File: config.mk
export PLATFORM = sky130hd
export DESIGN_NAME = stopwatch_ctrl
export DESIGN_NICKNAME = d
export VERILOG_FILES = /design/src/rtl/stopwatch_pkg.sv /design/src/rtl/bcd_cascade.sv /design/src/rtl/stopwatch_ctrl.sv
export SDC_FILE = /design/constraint.sdc
export NUM_CORES = 1
export LEC_CHECK = 0
export ABC_CLOCK_PERIOD_IN_PS = 3500
export CORE_UTILIZATION = 40
export CTS_CLUSTER_DIAMETER = 80
export DETAILED_ROUTE_END_ITERATION = 7
export DONT_BUFFER_PORTS = 1
export GPL_TIMING_DRIVEN = 0
export PLACE_DENSITY = 0.6
export SLEW_MARGIN = 20
export SYNTH_ARGS = -nofsm -noshare
export SYNTH_HDL_FRONTEND = slang
export SYNTH_HIERARCHICAL = 1
export SYNTH_SLANG_ARGS = --single-unit
File: constraint.sdc
create_clock -name clk -period 3.5 [get_ports clk]
set_clock_uncertainty 0.15 [all_clocks]
set_input_delay 0.35 -clock clk [delete_from_list [all_inputs] [get_ports clk]]
set_output_delay 0.35 -clock clk [all_outputs]
set_load 0.005 [all_outputs]
File: src/rtl/stopwatch_pkg.sv
// Shared types and constants for the stopwatch digit-chain controller.
package stopwatch_pkg;

    typedef enum logic [2:0] {
        IDLE,
        CLR,
        LOAD,
        RUN,
        PAUSE,
        DONE
    } state_t;

    localparam logic [1:0] MODE_DOWN = 2'b00;
    localparam logic [1:0] MODE_UP   = 2'b10;
    localparam logic [1:0] MODE_HOLD = 2'b11;

    localparam logic [3:0] BCD_MAX = 4'd9;

    // Saturate an out-of-range BCD nibble to 9.
    function automatic logic [3:0] bcd_clamp(input logic [3:0] d);
        return (d > BCD_MAX) ? BCD_MAX : d;
    endfunction

endpackage

File: src/rtl/bcd_cascade.sv
// Decimal carry/borrow chain: which digits advance on this tick, and whether
// the whole chain sits at its terminal value (all nines up, all zeros down).
module bcd_cascade
    import stopwatch_pkg::*;
#(
    parameter int unsigned NDIG = 4
) (
    input  logic                  tick,
    input  logic                  up,
    input  logic [4*NDIG-1:0]     digit_q,
    output logic [NDIG-1:0]       adv_c,
    output logic                  term_c
);

    always_comb begin
        logic       carry;
        logic [3:0] edge_val;
        edge_val = up ? BCD_MAX : 4'd0;
        carry    = tick;
        adv_c    = '0;
        for (int unsigned i = 0; i < NDIG; i++) begin
            adv_c[i] = carry;
            carry    = carry & (digit_q[4*i +: 4] == edge_val);
        end
        term_c = carry;
    end

endmodule

File: src/rtl/stopwatch_ctrl.sv
// Stopwatch sequencer: command decode, run/pause/done FSM and per-digit
// mode/set/clear drive for an external chain of BCD up/down counters.
module stopwatch_ctrl
    import stopwatch_pkg::*;
#(
    parameter int unsigned NDIG = 4,
    parameter bit          WRAP = 1'b0
) (
    input  logic                clk,
    input  logic                reset,
    input  logic                tick,
    input  logic                start,
    input  logic                stop,
    input  logic                clear,
    input  logic                load_req,
    input  logic                dir,
    input  logic [4*NDIG-1:0]   preset,
    input  logic [4*NDIG-1:0]   digit_q,
    output logic [2*NDIG-1:0]   digit_mode,
    output logic [4*NDIG-1:0]   digit_set,
    output logic                ctr_clr_n,
    output logic                running,
    output logic                done
);

    state_t          state, state_nxt;
    logic            dir_r, dir_nxt;
    logic            load_pend, load_pend_nxt;
    logic [NDIG-1:0] adv_c;
    logic            term_c;
    logic            count_en_c;
    logic            hold_term_c;

    bcd_cascade #(.NDIG(NDIG)) u_cascade (
        .tick    (tick),
        .up      (dir_r),
        .digit_q (digit_q),
        .adv_c   (adv_c),
        .term_c  (term_c)
    );

    // A tick only counts in RUN when no higher-priority command preempts it.
    assign count_en_c  = (state == RUN) && !clear && !stop;
    assign hold_term_c = term_c && (!dir_r || !WRAP);

    always_comb begin
        state_nxt     = state;
        dir_nxt       = dir_r;
        load_pend_nxt = load_pend;
        if (clear) begin
            state_nxt     = CLR;
            load_pend_nxt = 1'b0;
        end else begin
            case (state)
                IDLE, PAUSE: begin
                    if (load_req) begin
                        state_nxt     = CLR;
                        load_pend_nxt = 1'b1;
                    end else if (start) begin
                        state_nxt = RUN;
                        dir_nxt   = dir;
                    end
                end
                CLR: begin
                    state_nxt     = load_pend ? LOAD : IDLE;
                    load_pend_nxt = 1'b0;
                end
                LOAD:    state_nxt = PAUSE;
                RUN: begin
                    if (stop)
                        state_nxt = PAUSE;
                    else if (hold_term_c)
                        state_nxt = DONE;
                end
                DONE: begin
                    if (start) begin
                        state_nxt = RUN;
                        dir_nxt   = dir;
                    end
                end
                default: state_nxt = IDLE;
            endcase
        end
    end

    // Counter drive is decoded from the registered state so a tick lands the same cycle.
    always_comb begin
        digit_mode = {NDIG{MODE_HOLD}};
        digit_set  = '0;
        ctr_clr_n  = 1'b1;
        case (state)
            CLR: ctr_clr_n = 1'b0;
            LOAD: begin
                for (int unsigned i = 0; i < NDIG; i++)
                    digit_set[4*i +: 4] = bcd_clamp(preset[4*i +: 4]);
            end
            RUN: begin
                if (count_en_c && !hold_term_c) begin
                    for (int unsigned i = 0; i < NDIG; i++)
                        if (adv_c[i])
                            digit_mode[2*i +: 2] = dir_r ? MODE_UP : MODE_DOWN;
                end
            end
            default: ;
        endcase
    end

    always_ff @(posedge clk or negedge reset) begin
        if (!reset) begin
            state     <= IDLE;
            dir_r     <= 1'b0;
            load_pend <= 1'b0;
            running   <= 1'b0;
            done      <= 1'b0;
        end else begin
            state     <= state_nxt;
            dir_r     <= dir_nxt;
            load_pend <= load_pend_nxt;
            running   <= (state_nxt == RUN);
            done      <= count_en_c && term_c;
        end
    end

endmodule

==> results.yml <==
outcome:
  status: "finished clean"
layout:
  final_cell_mix: "10 x nor3b_1, 8 x nand2_1, 7 x o21ai_0, 7 x dfrtp_1"
  drive_above_1_share: 0.186
  nets: 138
  final_util: 0.477
  final_common_cell: "nor3b_1"
  num_antenna_cells: 0
  syn2layout_area_growth_pct: 10.2
floorplanning:
  die_h_um: 45.7
  die_area_mm2: 0.00209
  die_w_um: 45.7
  rows: 15
  io-pin-count: 67
  core_mm2: 0.00176
  initial_core_util: 0.433
routing:
  vias: 741
  drt_iter0_markers: 7
  totalWireLength_um: 1810
  dr.pass1.iters: 4
  drc: 0
  avgViaCountPerCell: 6.07
  ant_nets: 0
  wl_per_cell_um: 14.8
yosys:
  syn-num-nets: 131
  ys_types: 39
  ys_seq_area_frac: 0.230
  synth_area_leaders: "dfrtp_1 23%, nor3b_1 9.8%, o21ai_0 4.6%"
  syn_inst: 91
  synth_top_area_share: 0.230
  syn_area_um2: 763
  yosysTopAreaCell: "dfrtp_1"
  ys.flop_type: "dfrtp_1"
  yosysWarnings: 6
  ys_ff_latch: 7
  synth_edf_count: 0
  syn_avg_cell_area_um2: 8.39
  async_flop_share: 1.00
timing:
  layout_min_cycle_time_ns: 2.69
  rsz0062_at_grt: "no"
  hold_violations: 0
  setup_viol: 0
  slew_viol_final: 0
  tightestPinTransition_ns: 0.585
  final.setup.tns_ns: 0
  fin_crit_sh: 0.769
  layout_setup_ws_ns: 0.810
  hold_slack_ns: 0.0238
  fmax_mhz: 372
  relSlewSlack: 0.609
placed_design:
  pre_cts_slack_ns: 1.10
  io_buffers: 0
  hpwl_um: 1460
  globalplace.congestion: 0.738
pwr:
  sw_frac_of_total: 0.344
  power_frac_comb: 0.310
  pwr-share-clk: 0.272
  p_seq_frac: 0.418
  intPower_uw: 175
  power_switching_uw: 92.2
  p_leak_uw: 0.000292
  powerDensity_mw_per_mm2: 318
  peakVddDrop_mv: 0.241
run:
  drv_cap: 0
global_routing:
  grtUsageMet2: 0.320
  first_global_vias: 622
  grt_max_degree: 11
  grt_use_met1: 0.171
  grt_use_met3: 0.0238
  grt_overflow: 0
  grtUsageTotal: 0.168
  antenna_found_initial: 0
  grt_pass1_wl_um: 2470
  busiest_layer: "met2"
cts:
  path_clk_slew_ns: 0.05
  postCtsSetupRepairBufs: 0
  cts_resized: 0
  cts.hold.buffers_added: 2
  cts_sinks: 7
  cts_made_buffers: 3
  root_buffer: "clkbuf_4"
  clk_latency_ns: 0.25
  cts_buffer_depth: 2
  cts_tree: "done"
  htree_levels: 1
setup_path:
  reg2reg_slack_ns: 1.13
  worstSetupStartpoint: "dir_r$_DFFE_PN0P_"
  crit_type: "flip-flop to primary output"
  required_ns: 3.00
  rr_endpoint: "state[1]$_DFF_PN0_"
  rr_startpoint: "dir_r$_DFFE_PN0P_"
  crit_path_start_kind: "flip-flop"
  arrival_ns: 2.19
  endpoint_kind: "primary output"
  ff2ff_path_depth: 6
  critPathCapture: "digit_mode[3]"
  cp_max_fo: 10
min_path:
  hold_path.class: "input port to flip-flop"
==> critical path, cell delays in order, from the launching register on <==
cell and delay, ns:
dfrtp_1 0.47, nor3_1 0.31, o211ai_1 0.17, a2111oi_2 0.61
nor2_1 0.06, nor4b_2 0.20, nand2_1 0.11
==> per-layer routing <==
| layer | vias to the layer above | routed length, um |
|---|---|---|
| li1 | 348 | - |
| met1 | 349 | 742 |
| met2 | 42 | 922 |
| met4 | 0 | 19 |
| met3 | 2 | 122 |
| met5 | - | 0 |
==> power groups by stage <==
stage	logic (uW)	clock network, uW	registers [uW]
final	82.9	72.8	112
after global routing	91.9	83.0	114
after global placement	78.4	0	113
after floorplan	69.4	0	108
after CTS	83.4	77.6	112
after detailed placement	79.6	0	114
==> area by class of cell <==
cell class | count | area, um2
Sequential cell | 7 | 175
Tap cell | 25 | 31.3
Multi-Input combinational cell | 76 | 552
Clock buffer | 4 | 26.3
Fill cell | 179 | 923
Timing Repair Buffer | 2 | 20.0
Buffer | 3 | 17.5
Inverter | 5 | 18.8
==> worst min-delay path by stage <==
stage                               endpoint  depth (start not counted)  slack (ns)  start
after floorplan            dir_r$_DFFE_PN0P_                          0        -0.1  reset
after global placement     running$_DFF_PN0_                          0        -0.1  reset
after detailed placement  state[2]$_DFF_PN0_                          0        -0.1  reset
after CTS                     done$_DFF_PN0_                          1        0.02  clear
after global routing          done$_DFF_PN0_                          1        0.01  clear
final                         done$_DFF_PN0_                          1        0.02  clear
==> state kept, by name, summed over array words and instances (netlist names) <==
signal / flops
dir_r: 1
running: 1
done: 1
state: 3
load_pend: 1
==> cells in the mapped netlist, types with 2 or more instances <==
| cell | number |
|---|---|
| o21ai_0 | 7 |
| nor2_1 | 4 |
| nand2_1 | 8 |
| nor3b_1 | 10 |
| and2_1 | 4 |
| buf_2 | 2 |
| or2b_1 | 2 |
| nor2b_1 | 2 |
| nor3_1 | 4 |
| and3_2 | 2 |
| inv_1 | 5 |
| nand2b_1 | 3 |
| dfrtp_1 | 7 |
| nor4b_1 | 2 |
| a21oi_1 | 5 |
==> kinds of logic (layout without fill, tap and decap cells) <==
kind of cell | after synthesis | in the layout | synth area share
simple gates | 54 | 54 | 0.490
compound gates | 21 | 21 | 0.218
buf+inv | 8 | 14 | 0.0475
flops | 7 | 7 | 0.230
mux | 1 | 1 | 0.0148
==> stage by stage <==
stage,cell area (um2),total power (uW),instances
after floorplan,763,177,91
after global placement,795,191,116
after detailed placement,795,193,116
after CTS,841,273,122
after global routing,841,289,122
final,841,268,122
(Power assumes the default switching activity.)
